## config.mk

```make
export PLATFORM = sky130hd
export DESIGN_NAME = sqrt_nonrestoring_param
export DESIGN_NICKNAME = d
export VERILOG_FILES = /design/src/rtl/sqrt_nonrestoring_param.sv
export SDC_FILE = /design/constraint.sdc
export NUM_CORES = 1
export LEC_CHECK = 0
export ABC_AREA = 1
export CORE_MARGIN = 4
export CORE_UTILIZATION = 50
export DETAILED_ROUTE_END_ITERATION = 16
export HOLD_SLACK_MARGIN = 0.06
export PLACE_DENSITY = 0.75
export RECOVER_POWER = 25
export SYNTH_ARGS = -nofsm -noshare
export SYNTH_HDL_FRONTEND = slang
export SYNTH_SLANG_ARGS = --single-unit
```

## constraint.sdc

```tcl
create_clock -name clk -period 1.8 [get_ports clk]
set_input_delay 0.54 -clock clk [delete_from_list [all_inputs] [get_ports clk]]
set_output_delay 0.54 -clock clk [all_outputs]
set_load 0.02 [all_outputs]
```

## src/rtl/sqrt_nonrestoring_param.sv

```systemverilog
// Iterative non-restoring square root: one root bit per cycle, then a fix-up
// cycle that restores a non-negative remainder and optionally rounds the root.
module sqrt_nonrestoring_param #(
    parameter int WIDTH = 16,
    parameter int FRAC  = 8,
    parameter int ROUND = 0
) (
    input  logic               clk,
    input  logic               rst,
    input  logic               start,
    input  logic [WIDTH-1:0]   x_in,
    output logic [WIDTH/2-1:0] sqrt_out,
    output logic [WIDTH/2:0]   rem_out,
    output logic               busy,
    output logic               done
);
    localparam int OUT_W = WIDTH / 2;
    localparam int RW    = OUT_W + 2;
    localparam int CW    = (OUT_W > 1) ? $clog2(OUT_W) : 1;
    localparam logic [CW-1:0] LAST = CW'(OUT_W - 1);

    if (WIDTH < 4 || (WIDTH % 2) != 0) begin : g_bad_width
        $error("sqrt_nonrestoring_param: WIDTH must be even and >= 4");
    end
    if ((FRAC % 2) != 0 || FRAC > WIDTH || FRAC < 0) begin : g_bad_frac
        $error("sqrt_nonrestoring_param: FRAC must be even and <= WIDTH");
    end
    if (ROUND != 0 && ROUND != 1) begin : g_bad_round
        $error("sqrt_nonrestoring_param: ROUND must be 0 or 1");
    end

    typedef enum logic [1:0] {
        IDLE  = 2'd0,
        ITER  = 2'd1,
        FINAL = 2'd2
    } state_e;

    state_e            state_q, state_d;
    logic [WIDTH-1:0]  x_q, x_d;
    logic [OUT_W-1:0]  q_q, q_d;
    logic [RW-1:0]     r_q, r_d;
    logic [CW-1:0]     cnt_q, cnt_d;
    logic [OUT_W-1:0]  sqrt_q, sqrt_d;
    logic [OUT_W:0]    rem_q, rem_d;
    logic              busy_q, busy_d;
    logic              done_q, done_d;

    logic [RW-1:0]     r_shift, r_iter, r_fix;
    logic [OUT_W-1:0]  q_iter, sqrt_fin;
    logic              round_up;

    // State register
    always_ff @(posedge clk or negedge rst) begin
        if (!rst) begin
            state_q <= IDLE;
        end else begin
            state_q <= state_d;
        end
    end

    // Next-state logic
    always_comb begin
        state_d = state_q;
        case (state_q)
            IDLE:    if (start) state_d = ITER;
            ITER:    if (cnt_q == LAST) state_d = FINAL;
            FINAL:   state_d = IDLE;
            default: state_d = IDLE;
        endcase
    end

    // R is two's complement in RW bits; its MSB is the sign. Intermediate
    // overflow of the shift wraps harmlessly because every true R' fits in RW.
    always_comb begin
        r_shift = {r_q[RW-3:0], x_q[WIDTH-1 -: 2]};
        if (!r_q[RW-1]) begin
            r_iter = r_shift - {q_q, 2'b01};
        end else begin
            r_iter = r_shift + {q_q, 2'b11};
        end
        q_iter = {q_q[OUT_W-2:0], ~r_iter[RW-1]};

        r_fix    = r_q[RW-1] ? (r_q + {1'b0, q_q, 1'b1}) : r_q;
        round_up = (ROUND != 0) && (r_fix[OUT_W:0] > {1'b0, q_q});
        sqrt_fin = (round_up && !(&q_q)) ? (q_q + 1'b1) : q_q;
    end

    // Datapath / output next-state
    always_comb begin
        x_d    = x_q;
        q_d    = q_q;
        r_d    = r_q;
        cnt_d  = cnt_q;
        sqrt_d = sqrt_q;
        rem_d  = rem_q;
        busy_d = busy_q;
        done_d = 1'b0;
        case (state_q)
            IDLE: begin
                if (start) begin
                    x_d    = x_in;
                    q_d    = '0;
                    r_d    = '0;
                    cnt_d  = '0;
                    busy_d = 1'b1;
                end
            end
            ITER: begin
                x_d   = {x_q[WIDTH-3:0], 2'b00};
                r_d   = r_iter;
                q_d   = q_iter;
                cnt_d = cnt_q + 1'b1;
            end
            FINAL: begin
                r_d    = r_fix;
                sqrt_d = sqrt_fin;
                rem_d  = r_fix[OUT_W:0];
                done_d = 1'b1;
                busy_d = 1'b0;
            end
            default: begin
                busy_d = 1'b0;
            end
        endcase
    end

    always_ff @(posedge clk or negedge rst) begin
        if (!rst) begin
            x_q    <= '0;
            q_q    <= '0;
            r_q    <= '0;
            cnt_q  <= '0;
            sqrt_q <= '0;
            rem_q  <= '0;
            busy_q <= 1'b0;
            done_q <= 1'b0;
        end else begin
            x_q    <= x_d;
            q_q    <= q_d;
            r_q    <= r_d;
            cnt_q  <= cnt_d;
            sqrt_q <= sqrt_d;
            rem_q  <= rem_d;
            busy_q <= busy_d;
            done_q <= done_d;
        end
    end

    assign sqrt_out = sqrt_q;
    assign rem_out  = rem_q;
    assign busy     = busy_q;
    assign done     = done_q;

endmodule

```

==> results.yml, run 1 <==
power:
  worst_ir_drop_vdd_mv: 1.10
  leakagePower_nw: 2.40
  finalPower_mw: 10.1
  power-per-cell-area_mw_per_mm2: 2080
timing:
  final.setup_skew_ns: 0.0133
  max_slew_vio_count: 0
  fin_ws_ns: -0.0950
  relSlewSlack_pct: 2.85
  fmax_ghz: 0.528
  timing.final.setup_violations: 6
  setup_total_negative_slack_ns: -0.336
  worst_slew_pin_slew_ns: 1.46
  rsz_0062_raised_after_global_routing: "true"
  timing.hold.ws_ns: 0.477
  timing.final.hold_violations: 0
  fin_crit_sh_pct: 105
  period_minus_slack_ns: 1.90
finish:
  filler_cell_count: 529
  total_inserted_antenna_cells: 0
  flow.area_growth_from_synthesis_pct: 33.0
  final_layout_size_suffix_gt1_share_pct: 24.1
  fin_cells: 635
  number_of_nets_in_the_layout: 577
yosys:
  number_of_enable_flip_flop_cells_after_synthesis: 0
  synth_most_common_cell: "sky130_fd_sc_hd__nand2_1"
  netlist.area_leader.share_pct: 39.7
  synthTopCellsByArea: "sky130_fd_sc_hd__dfrtp_1 (40%), sky130_fd_sc_hd__nand2_1 (16%), sky130_fd_sc_hd__ha_1 (7.9%), sky130_fd_sc_hd__a31oi_4 (5.8%), sky130_fd_sc_hd__inv_1 (4.8%)"
  syn_inst: 452
  synth.avg_cell_area_um2: 8.08
  synth.cell_area_mm2: 0.00365
  synth.yosys.seq_area_share_pct: 39.7
  post_synth_most_frequent_cells: "sky130_fd_sc_hd__nand2_1 (158), sky130_fd_sc_hd__dfrtp_1 (58), sky130_fd_sc_hd__inv_1 (47)"
  post_synth_num_cell_types: 35
  synthArstFlopShare_pct: 100
  synth_area_leader_cell: "sky130_fd_sc_hd__dfrtp_1"
  syn_nets: 495
  ys_ff_latch: 58
  synth_top_flop_cell: "sky130_fd_sc_hd__dfrtp_1"
  yosys_warnings: 0
grt:
  globalRouteOverflowTotal: 0
  antenna_found_initial: 0
  grt_pass1_vias: 3226
  grt_start_max_net_pins: 59
  grt_first_pass_wirelength_mm: 14.6
  grt_use_total_pct: 21.4
critical_path:
  worst_path_cell_with_the_longest_stage_delay: "sky130_fd_sc_hd__dfrtp_1"
  r2r_start: "r_q[9]$_DFFE_PN0P_"
  critical_path_arrival_ns: 2.12
  r2r-end: "r_q[9]$_DFFE_PN0P_"
  critical_path_class: "register to register"
  worst_setup_path_endpoint: "r_q[9]$_DFFE_PN0P_"
  timing.critical_path.from: "r_q[9]$_DFFE_PN0P_"
  worst_ep_required_time_ns: 2.03
  regToRegSetupSlack_ns: -0.1
  ff2ff_path_depth: 11
  crit_path_cell_trace: "buf_12, xnor2_1, ha_1, nand2_2, inv_1, a21oi_2, nand4_1, nand3_1, nand2_1, nand2_1, nand2_1"
  maximum_fanout_encountered_on_the_critical_timing_path: 11
  critical_path_s_most_frequent_cell: "sky130_fd_sc_hd__nand2_1"
  crit_path_start_kind: "register"
  timing.critical_path.to_type: "register"
  critPathMaxStageDelay_ns: 0.41
clock_tree:
  numCtsBuffers: 9
  cts_tree: "built"
  clock_tree.buffer_depth: 2
  htree_num_levels: 3
  clock_tree.root_cell: "sky130_fd_sc_hd__clkbuf_8"
  worst_skew_pair.late_latency_ns: 0.35
  cts.clk_slew.worst_paths_ns: 0.07
  cts.sinks: 58
  cts.hold.buffers_added: 0
routing:
  drtIter0Drc: 197
  drc: 0
  drt-total-wl_mm: 9.35
  vias: 3336
  routed_length_per_instance_um: 14.7
  antenna_violating_nets_post_route: 0
  route.detailed.vias_per_inst: 5.25
  drt_pass1_iterations: 5
place:
  dp_worst_setup_slack_ns: -0.223
  finalWeightedCongestion: 0.919
  detailed_place_hpwl_mm: 6.37
  dp_cell_count: 611
  place.port_buffers: 37
die:
  die_h_um: 93.5
  core_mm2: 0.00694
  row_count: 30
  design.portCount: 38
  fp.dieW_um: 93.5
  initial_core_util_pct: 52.6
  die_area_mm2: 0.00874
outcome:
  violations: "negative setup slack"
  outcome: "finished with violations"
worst_hold_path:
  hp-class: "register to register"
flow_run:
  timing.max_cap.violations: 0
-- logic make-up after synthesis --
group | share of synthesized area, %
buf+inv | 8.12
flops | 39.7
compound gates | 15.4
fa+ha+maj | 8.43
simple gates | 26.1
xor+xnor | 1.92
mux | 0.308
-- area by class of cell --
type / count / area (µm²) / area share [%]
inverter: 52 / 205 / 4.23
sequential: 58 / 1460 / 30.0
timing repair buffer: 85 / 724 / 14.9
multi-input combinational: 328 / 2130 / 43.8
clock inverter: 7 / 101 / 2.09
clock buffer: 9 / 124 / 2.55
tap: 96 / 120 / 2.47
-- flip-flops by register name, summed over array words and instances (netlist names) --
name / flops
q_q: 8
busy: 1
state_q: 2
done: 1
cnt_q: 3
rem_out: 9
r_q: 10
sqrt_out: 8
x_q: 16
-- cells in the final DEF (no fill, tap or decap), types with 7 or more instances in the layout --
master                            instances
sky130_fd_sc_hd__a21oi_1                  9
sky130_fd_sc_hd__a31oi_4                 10
sky130_fd_sc_hd__buf_4                   45
sky130_fd_sc_hd__clkbuf_8                 9
sky130_fd_sc_hd__clkdlybuf4s50_1         17
sky130_fd_sc_hd__dfrtp_1                 55
sky130_fd_sc_hd__dlygate4sd2_1           19
sky130_fd_sc_hd__ha_1                    16
sky130_fd_sc_hd__ha_4                     7
sky130_fd_sc_hd__inv_1                   44
sky130_fd_sc_hd__nand2_1                148
sky130_fd_sc_hd__nand2_2                 11
sky130_fd_sc_hd__nand3_1                 21
sky130_fd_sc_hd__nor2_1                  29
sky130_fd_sc_hd__o21ai_0                 19
sky130_fd_sc_hd__o22ai_1                  8
-- worst max-delay path: cells and delay by family, from the launching register on --
kind                     cells  cell delay [ns]
AO/OA/AOI/OAI                1             0.16
XOR/XNOR                     1             0.13
adder cells (fa/ha/maj)      1             0.35
buffers and inverters        2             0.24
flip-flops                   1             0.41
AND/OR/NAND/NOR              6             0.51
-- what timing repair did --
action,in CTS,in global routing
resized for setup,33,32
setup endpoints to repair,26,28
gates cloned,0,0
pin swaps,8,12
buffers inserted,3,5
-- stage by stage --
stage          utilization (%)  instance area, µm²
2_1_floorplan                -                3680
3_3_place_gp              63.3                4400
3_5_place_dp              63.3                4400
4_1_cts                   67.5                4690
5_1_grt                   69.9                4860
6_report                  69.9                4860
-- worst min-delay path by stage --
stage	from	to	cells after the start
after global placement	rem_out[1]$_DFFE_PN0P_	rem_out[1]$_DFFE_PN0P_	1
after floorplan	rst	busy$_DFFE_PN0P_	0
after CTS	rst	rem_out[6]$_DFFE_PN0P_	2
final	rem_out[7]$_DFFE_PN0P_	rem_out[7]$_DFFE_PN0P_	2
after detailed placement	rem_out[7]$_DFFE_PN0P_	rem_out[7]$_DFFE_PN0P_	2
after global routing	rem_out[4]$_DFFE_PN0P_	rem_out[4]$_DFFE_PN0P_	2
-- layer usage --
layer  vias to the layer above  track usage [%]  share of wire (%)  routed length [µm]
met1                      1582             26.4                 43                3990
met5                         -                0                  0                   0
li1                       1624                -                  -                   -
met4                         0             8.91                3.0                 277
met2                       104             36.5                 50                4630
met3                        26             3.94                4.8                 447
-- report_power, final --
part	total, mW	switching, mW	internal (mW)
logic	6.44	3.54	2.89
clock network	1.38	0.593	0.788
registers	2.27	0.435	1.83
total	10.1	4.57	5.51
No activity file was read; power rests on OpenSTA's default activity.
==> run 2: changes to the inputs <==
PLACE_DENSITY = 0.73   (was 0.75)
SLEW_MARGIN = 20   (was not set)
clock period = 1.95 ns   (was 1.8 ns; I/O delays follow)
==> run 2 against run 1 <==
The run still ends with negative setup slack left. Combinational power decreased by 19%. Clock power barely moved. Via count is 3.9% lower. Global-route usage shrank 0.13 points. Critical path type unchanged. Highest routed layer unchanged.
==> results.yml, run 2 (same netlist as run 1, synthesis figures left out) <==
outcome:
  outcome: "finished with violations"
  violations: "negative setup slack"
timing:
  relSlewSlack_pct: 4.70
  rsz_0062_raised_after_global_routing: "true"
  worst_slew_pin_slew_ns: 1.43
  fmax_ghz: 0.509
  timing.final.hold_violations: 0
  fin_crit_sh_pct: 101
  setup_total_negative_slack_ns: -0.0164
  fin_ws_ns: -0.0157
  timing.final.setup_violations: 2
  max_slew_vio_count: 0
  final.setup_skew_ns: 0.0110
  period_minus_slack_ns: 1.97
power:
  netSwitchingPower_mw: 3.84
  worst_ir_drop_vdd_mv: 1.09
  power_report.internal_total_mw: 4.83
  power-per-cell-area_mw_per_mm2: 1860
  power.combinational.fraction_pct: 60.1
  sequentialPowerShare_pct: 23.6
  power_switching_share_pct: 44.3
  clockPowerShare_pct: 16.2
  leakagePower_nw: 2.36
flow_run:
  timing.max_cap.violations: 0
grt:
  antenna_found_initial: 0
  grt_first_pass_wirelength_mm: 14.4
  grt_use_total_pct: 21.3
  globalRouteOverflowTotal: 0
  grt_start_max_net_pins: 59
  grt_pass1_vias: 3149
clock_tree:
  clock_tree.root_cell: "sky130_fd_sc_hd__clkbuf_8"
  cts.clk_slew.worst_paths_ns: 0.07
  cts_tree: "built"
  numCtsBuffers: 9
  cts.sinks: 58
  htree_num_levels: 3
  clock_tree.buffer_depth: 2
  worst_skew_pair.late_latency_ns: 0.35
die:
  die_h_um: 93.5
  row_count: 30
  die_area_mm2: 0.00874
  fp.dieW_um: 93.5
  design.portCount: 38
  initial_core_util_pct: 52.6
  core_mm2: 0.00694
worst_hold_path:
  hp-start: "rem_out[7]$_DFFE_PN0P_"
  hp-class: "register to register"
routing:
  drc: 0
  routed_length_per_instance_um: 14.0
  vias: 3205
  route.detailed.vias_per_inst: 5.14
  antenna_violating_nets_post_route: 0
  drt_pass1_iterations: 4
  drt-total-wl_mm: 8.71
  drtIter0Drc: 141
critical_path:
  maximum_fanout_encountered_on_the_critical_timing_path: 10
  regToRegSetupSlack_ns: -0.02
  ff2ff_path_depth: 12
  crit_path_cell_trace: "buf_12, xnor2_1, ha_1, nand2_2, nor2_2, nand3_2, nand3_2, nand2_2, nand3_1, nand2_1, nand2_1, nand2_1"
  timing.critical_path.to_type: "register"
  worst_path_cell_with_the_longest_stage_delay: "sky130_fd_sc_hd__dfrtp_2"
  r2r_start: "r_q[9]$_DFFE_PN0P_"
  cpLargestDelayFamily: "simple AND/OR/NAND/NOR gates"
  worst_setup_path_endpoint: "r_q[9]$_DFFE_PN0P_"
  critical_path_depth: 12
  timing.critical_path.from: "r_q[9]$_DFFE_PN0P_"
  critical_path_class: "register to register"
  critical_path_buf_inv_count: 1
  crit_path_start_kind: "register"
  critical_path_s_most_frequent_cell: "sky130_fd_sc_hd__nand2_1"
  critical_path_arrival_ns: 2.20
  r2r-end: "r_q[9]$_DFFE_PN0P_"
  worst_ep_required_time_ns: 2.18
  critPathMaxStageDelay_ns: 0.42
finish:
  final_layout_size_suffix_gt1_share_pct: 17.4
  largest_register_ffs: 16
  flow.area_growth_from_synthesis_pct: 27.9
  largest_register: "x_q"
  total_inserted_antenna_cells: 0
  final_cell_mix: "sky130_fd_sc_hd__nand2_1 (151), sky130_fd_sc_hd__dfrtp_1 (57), sky130_fd_sc_hd__inv_1 (46), sky130_fd_sc_hd__nor2_1 (34), sky130_fd_sc_hd__buf_4 (33)"
  layout_commonest_cell: "sky130_fd_sc_hd__nand2_1"
  fin_cells: 624
  filler_cell_count: 555
  number_of_nets_in_the_layout: 566
place:
  finalWeightedCongestion: 0.910
  detailed_place_hpwl_mm: 6.28
  dp_cell_count: 599
  place.port_buffers: 37
-- run 2: per-layer routing --
layer  up-vias  GRT usage [%]  share of wire [%]
li1       1601              -                  -
met1      1516           26.0                 42
met2        70           35.4                 50
met3        18           4.91                5.5
met4         0           9.77                2.3
met5         -              0                  0
-- run 2: worst min-delay path by stage --
stage	end	slack [ns]	cells after the start
2_1_floorplan	busy$_DFFE_PN0P_	0.29	0
3_3_place_gp	rem_out[4]$_DFFE_PN0P_	0.46	2
3_5_place_dp	rem_out[4]$_DFFE_PN0P_	0.47	2
4_1_cts	done$_DFF_PN0_	0.24	2
5_1_grt	rem_out[7]$_DFFE_PN0P_	0.51	2
6_report	rem_out[7]$_DFFE_PN0P_	0.48	2
-- run 2: area by class of cell --
cell class	count	area (µm²)	area share, %
multi-input combinational	328	1950	41.7
sequential	58	1450	31.1
timing repair buffer	74	696	14.9
inverter	52	205	4.39
clock inverter	7	125	2.68
clock buffer	9	124	2.65
tap	96	120	2.57
-- run 2: worst min-delay path, stage by stage, from the launching register on --
cell,delay [ns]
sky130_fd_sc_hd__dfrtp_1,0.35
sky130_fd_sc_hd__nand2_1,0.05
sky130_fd_sc_hd__nand2_1,0.05
-- run 2: what timing repair did --
action	4_1_cts	5_1_grt
hold endpoints to repair	0	0
cloned	0	1
hold buffers	0	0
gates resized for setup	1	19
buffers inserted	0	8
endpoints found under the setup margin	1	13
pin swaps	0	11
-- run 2: power by group through the flow --
stage | combinational (mW) | sequential [mW] | clock (mW)
final | 5.22 | 2.05 | 1.41
after floorplan | 3.31 | 2.15 | 0
after global routing | 5.81 | 2.11 | 1.50
after global placement | 4.68 | 2.04 | 0
after detailed placement | 4.80 | 2.05 | 0
after CTS | 4.84 | 2.04 | 1.44
-- run 2: metrics by stage --
step / cell area, µm² / setup slack [ns] / power (mW) / util [%] / hold slack, ns
finish: 4670 / -0.0157 / 8.68 / 67.3 / 0.481
global route: 4670 / -0.157 / 9.42 / 67.3 / 0.505
CTS: 4550 / 0.00267 / 8.32 / 65.6 / 0.235
detailed placement: 4300 / -0.119 / 6.85 / 61.9 / 0.465
global placement: 4300 / -0.0428 / 6.72 / 61.9 / 0.462
floorplan: 3660 / 0.0324 / 5.45 / - / 0.289
==> run 3: changes to the inputs <==
CORE_ASPECT_RATIO = 0.8   (was not set)
==> run 3 against run 2 <==
The run still ends with negative setup slack left. Design area increased by 3.1%. Fmax decreased by 3.1%. Sequential power increased by 2%. Clock-buffer cell count increased by 2. Critical path depth increased by 1. Setup slack got worse by 0.064 ns. Worst hold slack got worse by 0.0033 ns. Total power increased by 7.1%. Global-route usage decreased by 0.36 points. First-iteration DRC count increased by 87%.
==> results.yml, run 3 (same netlist as run 1, synthesis figures left out) <==
outcome:
  outcome: "finished with violations"
  violations: "negative setup slack"
finish:
  largest_register_ffs: 16
  number_of_nets_in_the_layout: 562
  layout.cell_area.non_filler_mm2: 0.00482
  flow.area_growth_from_synthesis_pct: 31.9
  final_cell_mix: "sky130_fd_sc_hd__nand2_1 (151), sky130_fd_sc_hd__dfrtp_1 (57), sky130_fd_sc_hd__inv_1 (45), sky130_fd_sc_hd__nor2_1 (33), sky130_fd_sc_hd__clkdlybuf4s50_1 (33)"
  utilization_pct: 68.9
  total_inserted_antenna_cells: 0
  final_layout_size_suffix_gt1_share_pct: 20.4
  largest_register: "x_q"
  layout_commonest_cell: "sky130_fd_sc_hd__nand2_1"
critical_path:
  critPathMaxStageDelay_ns: 0.45
  r2r-end: "r_q[9]$_DFFE_PN0P_"
  r2r_start: "r_q[9]$_DFFE_PN0P_"
  cpLargestDelayFamily: "simple AND/OR/NAND/NOR gates"
  regToRegSetupSlack_ns: -0.08
  worst_path_cell_with_the_longest_stage_delay: "sky130_fd_sc_hd__dfrtp_2"
  critical_path_buf_inv_count: 2
  critical_path_class: "register to register"
  crit_path_start_kind: "register"
  worst_ep_required_time_ns: 2.19
  critical_path_arrival_ns: 2.27
  timing.critical_path.to_type: "register"
  ff2ff_path_depth: 13
  critical_path_s_most_frequent_cell: "sky130_fd_sc_hd__nand2_1"
  maximum_fanout_encountered_on_the_critical_timing_path: 10
  crit_path_cell_trace: "buf_6, xnor2_2, ha_4, nand2_4, inv_2, nand2_1, nand2_1, nand2_1, nand4_1, nand3_1, nand2_1, nand2_1, nand2_1"
grt:
  grt_use_total_pct: 20.9
  busiest_layer: "met2"
  grt_use_met1_pct: 27.7
  globalRouteOverflowTotal: 0
  gr-usage-met3_pct: 5.23
  antenna_found_initial: 0
  grt_start_max_net_pins: 59
  grt_first_pass_wirelength_mm: 14.7
  groute.layer.met2.usage_pct: 33.5
  grt_pass1_vias: 3121
timing:
  fin_crit_sh_pct: 104
  timing.final.setup_violations: 2
  worst_slew_pin_slew_ns: 1.46
  max_slew_vio_count: 0
  setup_total_negative_slack_ns: -0.114
  fmax_ghz: 0.493
  rsz_0062_raised_after_global_routing: "true"
  fin_ws_ns: -0.0796
  relSlewSlack_pct: 2.67
  final.setup_skew_ns: 0.00694
  timing.final.hold_violations: 0
  period_minus_slack_ns: 2.03
die:
  die_area_mm2: 0.00874
  core_mm2: 0.00699
  row_count: 27
  die_h_um: 84.4
  fp.dieW_um: 104
  initial_core_util_pct: 52.2
  design.portCount: 38
clock_tree:
  clock_tree.root_cell: "sky130_fd_sc_hd__clkbuf_8"
  clock_tree.buffer_depth: 2
  numCtsBuffers: 9
  htree_num_levels: 3
  worst_skew_pair.late_latency_ns: 0.35
  cts.clk_slew.worst_paths_ns: 0.07
  cts_tree: "built"
  cts.sinks: 58
worst_hold_path:
  holdPathEnd: "rem_out[4]$_DFFE_PN0P_"
  hp-start: "rem_out[4]$_DFFE_PN0P_"
  hp-class: "register to register"
  cell_depth_of_the_worst_min_delay_path: 2
routing:
  vias: 3321
  antenna_violating_nets_post_route: 0
  route.detailed.vias_per_inst: 5.44
  drt-total-wl_mm: 9.51
  routed_length_per_instance_um: 15.6
  drtIter0Drc: 264
  drt_pass1_iterations: 6
  drc: 0
place:
  finalWeightedCongestion: 0.902
  place.port_buffers: 37
  detailed_place_hpwl_mm: 6.50
  dp_worst_setup_slack_ns: -0.132
  post_dp_cell_area_mm2: 0.00427
flow_run:
  timing.max_cap.violations: 0
power:
  leakagePower_nw: 2.31
  finalPower_mw: 9.29
  worst_ir_drop_vdd_mv: 1.01
  power-per-cell-area_mw_per_mm2: 1930
[run 3: how the worst max path moves through the flow]
stage / from / end / cells past startpoint
6_report: r_q[9]$_DFFE_PN0P_ / r_q[9]$_DFFE_PN0P_ / 13
5_1_grt: r_q[9]$_DFFE_PN0P_ / r_q[9]$_DFFE_PN0P_ / 13
4_1_cts: r_q[9]$_DFFE_PN0P_ / r_q[9]$_DFFE_PN0P_ / 13
3_5_place_dp: start / r_q[1]$_DFFE_PN0P_ / 7
3_3_place_gp: start / r_q[1]$_DFFE_PN0P_ / 7
2_1_floorplan: r_q[9]$_DFFE_PN0P_ / r_q[7]$_DFFE_PN0P_ / 12
[run 3: per-stage QoR]
| step | cells | hold slack [ns] |
|---|---|---|
| 2_1_floorplan | 452 | 0.289 |
| 3_3_place_gp | 589 | 0.462 |
| 3_5_place_dp | 589 | 0.465 |
| 4_1_cts | 608 | 0.238 |
| 5_1_grt | 611 | 0.503 |
| 6_report | 611 | 0.478 |
[run 3: repair_timing]
action	4_1_cts	5_1_grt
pin swaps	9	30
hold buffers	0	0
setup endpoints to repair	4	13
gates cloned	0	0
buffers inserted	3	4
gates resized for setup	6	44
[run 3: worst reg2reg max path, delay by kind of cell (launching register included)]
family                   cells  cell delay, ns
AND/OR/NAND/NOR              9            0.78
flip-flops                   1            0.45
adder cells (fa/ha/maj)      1            0.26
XOR/XNOR                     1            0.22
buffers and inverters        2            0.21
[run 3: final cells by class]
class	instances	area, µm²
Inverter	52	209
Timing Repair Buffer	70	651
Multi-Input combinational cell	328	2180
Clock buffer	11	141
Tap cell	87	109
Fill cell	515	2170
Clock inverter	5	77.6
Sequential cell	58	1450
[run 3: routing by layer]
| layer | vias up | share of wire [%] |
|---|---|---|
| met2 | 118 | 48 |
| met3 | 32 | 5.4 |
| li1 | 1596 | - |
| met4 | 0 | 2.6 |
| met1 | 1575 | 44 |
| met5 | - | 0 |
[run 3: report_power, final]
part / total, mW / leakage, nW / switching, mW / internal, mW
logic: 5.94 / 1.46 / 3.33 / 2.61
registers: 2.10 / 0.744 / 0.412 / 1.69
clock network: 1.25 / 0.109 / 0.503 / 0.750
